File: src/rtl/multdiv_issue_ctrl.sv
// rtl/multdiv_issue_ctrl.sv - X-stage issue/stall/writeback controller for the multicycle mult/div unit
// Issues one start pulse, holds operands, stalls until ready or timeout, then writes back once.
module multdiv_issue_ctrl #(
  parameter int          TIMEOUT     = 40,
  parameter logic [31:0] RSTATUS_MUL = 32'd4,
  parameter logic [31:0] RSTATUS_DIV = 32'd5
) (
  input  logic        clk,
  input  logic        reset,
  input  logic        dx_is_mult,
  input  logic        dx_is_div,
  input  logic [4:0]  dx_rd,
  input  logic [31:0] dx_opA,
  input  logic [31:0] dx_opB,
  input  logic [31:0] md_result,
  input  logic        md_exception,
  input  logic        md_resultRDY,
  output logic        ctrl_MULT,
  output logic        ctrl_DIV,
  output logic [31:0] md_operandA,
  output logic [31:0] md_operandB,
  output logic        stall,
  output logic        wb_valid,
  output logic [4:0]  wb_rd,
  output logic [31:0] wb_data,
  output logic        timeout_err
);

  localparam int          CW       = $clog2(TIMEOUT + 1);
  localparam logic [CW-1:0] CNT_LAST = CW'(TIMEOUT - 1);
  localparam logic [CW-1:0] CNT_MAX  = {CW{1'b1}};

  typedef enum logic [1:0] {
    S_IDLE = 2'd0,
    S_BUSY = 2'd1,
    S_DONE = 2'd2
  } state_t;

  state_t        state_q, state_d;
  logic [CW-1:0] cnt_q, cnt_d;
  logic [31:0]   opa_q, opa_d;
  logic [31:0]   opb_q, opb_d;
  logic [4:0]    rd_q, rd_d;
  logic          is_div_q, is_div_d;
  logic [31:0]   result_q, result_d;
  logic          exc_q, exc_d;
  logic          terr_q, terr_d;

  logic issue;
  logic done;

  assign issue = (state_q == S_IDLE) && (dx_is_mult || dx_is_div);
  assign done  = (state_q == S_DONE);

  // Simultaneous mul+div resolves to mul.
  assign ctrl_MULT = (state_q == S_IDLE) && dx_is_mult;
  assign ctrl_DIV  = (state_q == S_IDLE) && dx_is_div && !dx_is_mult;

  assign md_operandA = issue ? dx_opA : opa_q;
  assign md_operandB = issue ? dx_opB : opb_q;
  assign stall       = issue || (state_q == S_BUSY);
  assign timeout_err = terr_q;

  assign wb_valid = done;
  assign wb_rd    = !done ? 5'd0 : (exc_q ? 5'd30 : rd_q);
  assign wb_data  = !done ? 32'd0 :
                    exc_q ? (is_div_q ? RSTATUS_DIV : RSTATUS_MUL) : result_q;

  always_comb begin
    state_d  = state_q;
    cnt_d    = cnt_q;
    opa_d    = opa_q;
    opb_d    = opb_q;
    rd_d     = rd_q;
    is_div_d = is_div_q;
    result_d = result_q;
    exc_d    = exc_q;
    terr_d   = terr_q;
    case (state_q)
      S_IDLE: begin
        if (issue) begin
          state_d  = S_BUSY;
          cnt_d    = '0;
          opa_d    = dx_opA;
          opb_d    = dx_opB;
          rd_d     = dx_rd;
          is_div_d = !dx_is_mult;
        end
      end
      S_BUSY: begin
        if (cnt_q != CNT_MAX) cnt_d = cnt_q + 1'b1;
        // A ready on the first BUSY cycle may belong to a previous operation.
        if ((cnt_q != '0) && md_resultRDY) begin
          result_d = md_result;
          exc_d    = md_exception;
          state_d  = S_DONE;
        end else if (cnt_q == CNT_LAST) begin
          terr_d  = 1'b1;
          exc_d   = 1'b1;
          state_d = S_DONE;
        end
      end
      S_DONE:  state_d = S_IDLE;
      default: state_d = S_IDLE;
    endcase
  end

  always_ff @(posedge clk or posedge reset) begin
    if (reset) begin
      state_q  <= S_IDLE;
      cnt_q    <= '0;
      opa_q    <= '0;
      opb_q    <= '0;
      rd_q     <= '0;
      is_div_q <= 1'b0;
      result_q <= '0;
      exc_q    <= 1'b0;
      terr_q   <= 1'b0;
    end else begin
      state_q  <= state_d;
      cnt_q    <= cnt_d;
      opa_q    <= opa_d;
      opb_q    <= opb_d;
      rd_q     <= rd_d;
      is_div_q <= is_div_d;
      result_q <= result_d;
      exc_q    <= exc_d;
      terr_q   <= terr_d;
    end
  end

endmodule

File: config.mk
export PLATFORM = sky130hd
export DESIGN_NAME = multdiv_issue_ctrl
export DESIGN_NICKNAME = d
export VERILOG_FILES = /design/src/rtl/multdiv_issue_ctrl.sv
export SDC_FILE = /design/constraint.sdc
export NUM_CORES = 1
export LEC_CHECK = 0
export ABC_CLOCK_PERIOD_IN_PS = 5000
export BUFFER_PORTS_ARGS = -buffer_cell sky130_fd_sc_hd__buf_2
export CORE_MARGIN = 4
export CORE_UTILIZATION = 45
export CTS_CLUSTER_DIAMETER = 60
export DETAILED_ROUTE_END_ITERATION = 10
export PLACE_DENSITY = 0.83
export SLEW_MARGIN = 15
export SYNTH_ARGS = -nofsm -noshare
export SYNTH_HDL_FRONTEND = slang
export SYNTH_SLANG_ARGS = --single-unit
File: constraint.sdc
create_clock -name clk -period 5 [get_ports clk]
set_clock_uncertainty 0.2 [all_clocks]
set_input_delay 1 -clock clk [delete_from_list [all_inputs] [get_ports clk]]
set_output_delay 1 -clock clk [all_outputs]
set_load 0.02 [all_outputs]
==> impl_metrics.toml <==
[synthesis]
synth_top_area_cell = "dfrtp_1"
yosys_warnings = 0
ys_seq_elements = 112
yosys-top-cells-area = "dfrtp_1 (50%), mux2_2 (28%), mux2_4 (7.8%)"
syn_area_mm2 = 0.00555
yosysTopAreaCellShare = 0.505
ys.flop_type = "dfrtp_1"
ys_seq_area_frac = 0.505
ys_async_sr_fraction = 1.00
syn_inst = 401
synth_nets = 510
synth_cell_types = 36
postSynthAreaPerCell_um2 = 13.8
synth-edff-count = 0

[floorplan]
core_mm2 = 0.0121
placementRows = 40
initial_core_util = 0.460
fp.dieH_um = 119
io-pin-count = 213
chipWidth_um = 119
die_area_mm2 = 0.0142

[worst_hold_path]
hold_class = "reg2reg"

[outcome]
status = "finished, final reports clean"

[worst_setup_path]
ff2ff_path_depth = 6
critPathMaxFanout = 87
critPathLaunchType = "register"
crit_buf_inv = 2
worstPathCellList = "nor2b_1 -> nor3_4 -> buf_4 -> mux2_2 -> buf_2"
worstSetupPathType = "reg2out"
crit_end = "md_operandA[6]"
r2r_slack_ns = 2.09
slowest_stage = "buf_4"
rr_endpoint = "result_q[1]"
cp.required_ns = 3.80
endpoint_kind = "primary output"
crit_cells = 5
cpPeakStageDelay_ns = 0.79
cp.arrival_ns = 2.78
path_delay_family = "buffers and inverters"
r2r_start = "cnt_q[0]"
critical_path.startpoint = "state_q[1]"

[power]
power_frac_seq = 0.312
total_power_mw = 5.22
clkPwrFrac = 0.143
power-per-cell-area_mw_per_mm2 = 745
p_leak_nw = 3.47
switching_power_mw = 1.99
combinationalPowerShare = 0.544
switching_share = 0.381
peakVddDrop_v = 0.000497
intPower_mw = 3.23

[global_routing]
antenna_found_initial = 0
grt_pass1_vias = 4025
grt_max_degree = 88
grt_pass1_wl_um = 19700
overflow = 0
grt_use_total = 0.171

[sta]
tightest_slew_ns = 0.997
setup_tns_ns = 0
rsz0062_at_grt = "no"
slew_headroom = 0.336
setup_viol = 0
min_period_over_period = 0.796
drv_slew = 0
final_hold_viol_count = 0
hold_slack_ns = 0.287
min_period_ns = 3.98
max_freq_mhz = 251

[placement]
place_hpwl_um = 9020
portBuffers = 212
gp_congestion = 0.834
place_area_mm2 = 0.00669

[finish]
design_area_mm2 = 0.00700
fin_nets = 711
drive_above_1_share = 0.667
fill_cells = 962
n_antenna_cell = 0
seq_area_mm2 = 0.00280
syn_to_final_growth_pct = 26.1
multi_input_area_mm2 = 0.00255
utilization = 0.581

[cts]
cts_max_level = 3
cts-resized-gates = 0
clkSinkCount = 112
clk_latency_ns = 0.35
cts_buffers = 9
clockRootBuffer = "clkbuf_16"
cts_hold_buffers = 0
cts_tree = "yes"
cts_setup_buffers = 0
clk_pin_slew_worst_paths_ns = 0.07
clockBufferDepth = 2

[detailed_routing]
ant_nets = 0
finalWirelength_um = 12200
route.detailed.wl_per_inst_um = 15.7
drcViolationCount = 0
drt_iter0_markers = 175
dr.pass1.iters = 5
vias_per_cell = 4.98
vias = 3856

[run]
max-cap-violations = 0
==> stage by stage <==
| step | instances | setup slack [ns] |
|---|---|---|
| 6_report | 775 | 1.02 |
| 2_1_floorplan | 401 | 0.841 |
| 5_1_grt | 775 | 0.848 |
| 3_3_place_gp | 759 | 1.12 |
| 3_5_place_dp | 759 | 1.04 |
| 4_1_cts | 775 | 1.01 |
==> state kept, by name, indices dropped and copies added, names as in the netlist, 2 cells and up <==
register  flops
opa_q        32
opb_q        32
result_q     32
cnt_q         6
rd_q          5
state_q       2
==> kinds of logic after synthesis <==
family | count (synthesis) | share of synthesized area
muxes | 168 | 0.360
DFF | 112 | 0.505
and+or+nand+nor | 65 | 0.0676
buffers and inverters | 33 | 0.0365
AOI/OAI and AO/OA | 21 | 0.0270
adders and majority gates | 2 | 0.00451
==> power by group through the flow <==
stage / sequential (mW) / combinational (mW) / clock (mW)
final: 1.63 / 2.84 / 0.747
after global routing: 1.69 / 3.04 / 0.810
after CTS: 1.63 / 2.87 / 0.769
after detailed placement: 1.64 / 2.85 / 0
after global placement: 1.61 / 2.79 / 0
after floorplan: 1.53 / 2.34 / 0
==> placed cells by master, fill, tap and decap left out, drive strengths merged, types with 3 or more instances in the layout <==
cell type | netlist | routed
dfrtp | 112 | 112
inv | 6 | 8
mux2 | 165 | 165
nand4 | 3 | 3
buf | 22 | 217
o21ai | 4 | 4
nor2 | 17 | 17
mux2i | 3 | 3
a21oi | 6 | 6
and2 | 32 | 32
clkbuf | 5 | 11
==> synthesized netlist by cell type, types with 2 or more instances <==
master and count:
o21ai_0 4, dfrtp_1 112, ha_1 2, buf_12 3
a21oi_1 6, nand4_1 3, nand3_1 2, mux2_4 29
and2_1 32, a211oi_1 2, inv_1 6, mux2_2 136
buf_2 18, nand2_1 2, nor2_1 17, clkbuf_1 5
mux2i_1 3
==> layer usage <==
layer	up-vias	global-route usage	routed length, um	part of all wire
li1	1821	-	-	-
met4	0	0.0637	248	0.020
met5	-	0	0	0
met3	19	0.0494	835	0.069
met2	159	0.295	6180	0.51
met1	1857	0.202	4910	0.40
==> layout make-up <==
cell class,instances,share of cell area
Sequential cell,112,0.400
Multi-Input combinational cell,256,0.365
Clock buffer,11,0.0361
Timing Repair Buffer,217,0.157
Inverter,6,0.00357
Tap cell,168,0.0300
Clock inverter,5,0.00875
==> worst reg2reg max path, stage by stage (launching register included) <==
cell and delay, ns:
dfrtp_1 0.42, inv_1 0.11, ha_1 0.17, or4b_4 0.48, o211ai_4 0.56, buf_4 0.48, mux2_2 0.39
==> worst min-delay path by stage <==
stage | startpoint | to | slack [ns] | depth (start not counted)
floorplan | is_div_q | is_div_q | 0.26 | 2
global placement | timeout_err | timeout_err | 0.26 | 1
detailed placement | timeout_err | timeout_err | 0.26 | 1
CTS | timeout_err | timeout_err | 0.28 | 1
global route | timeout_err | timeout_err | 0.30 | 1
finish | timeout_err | timeout_err | 0.29 | 1
No activity file was read; power rests on OpenSTA's default activity.
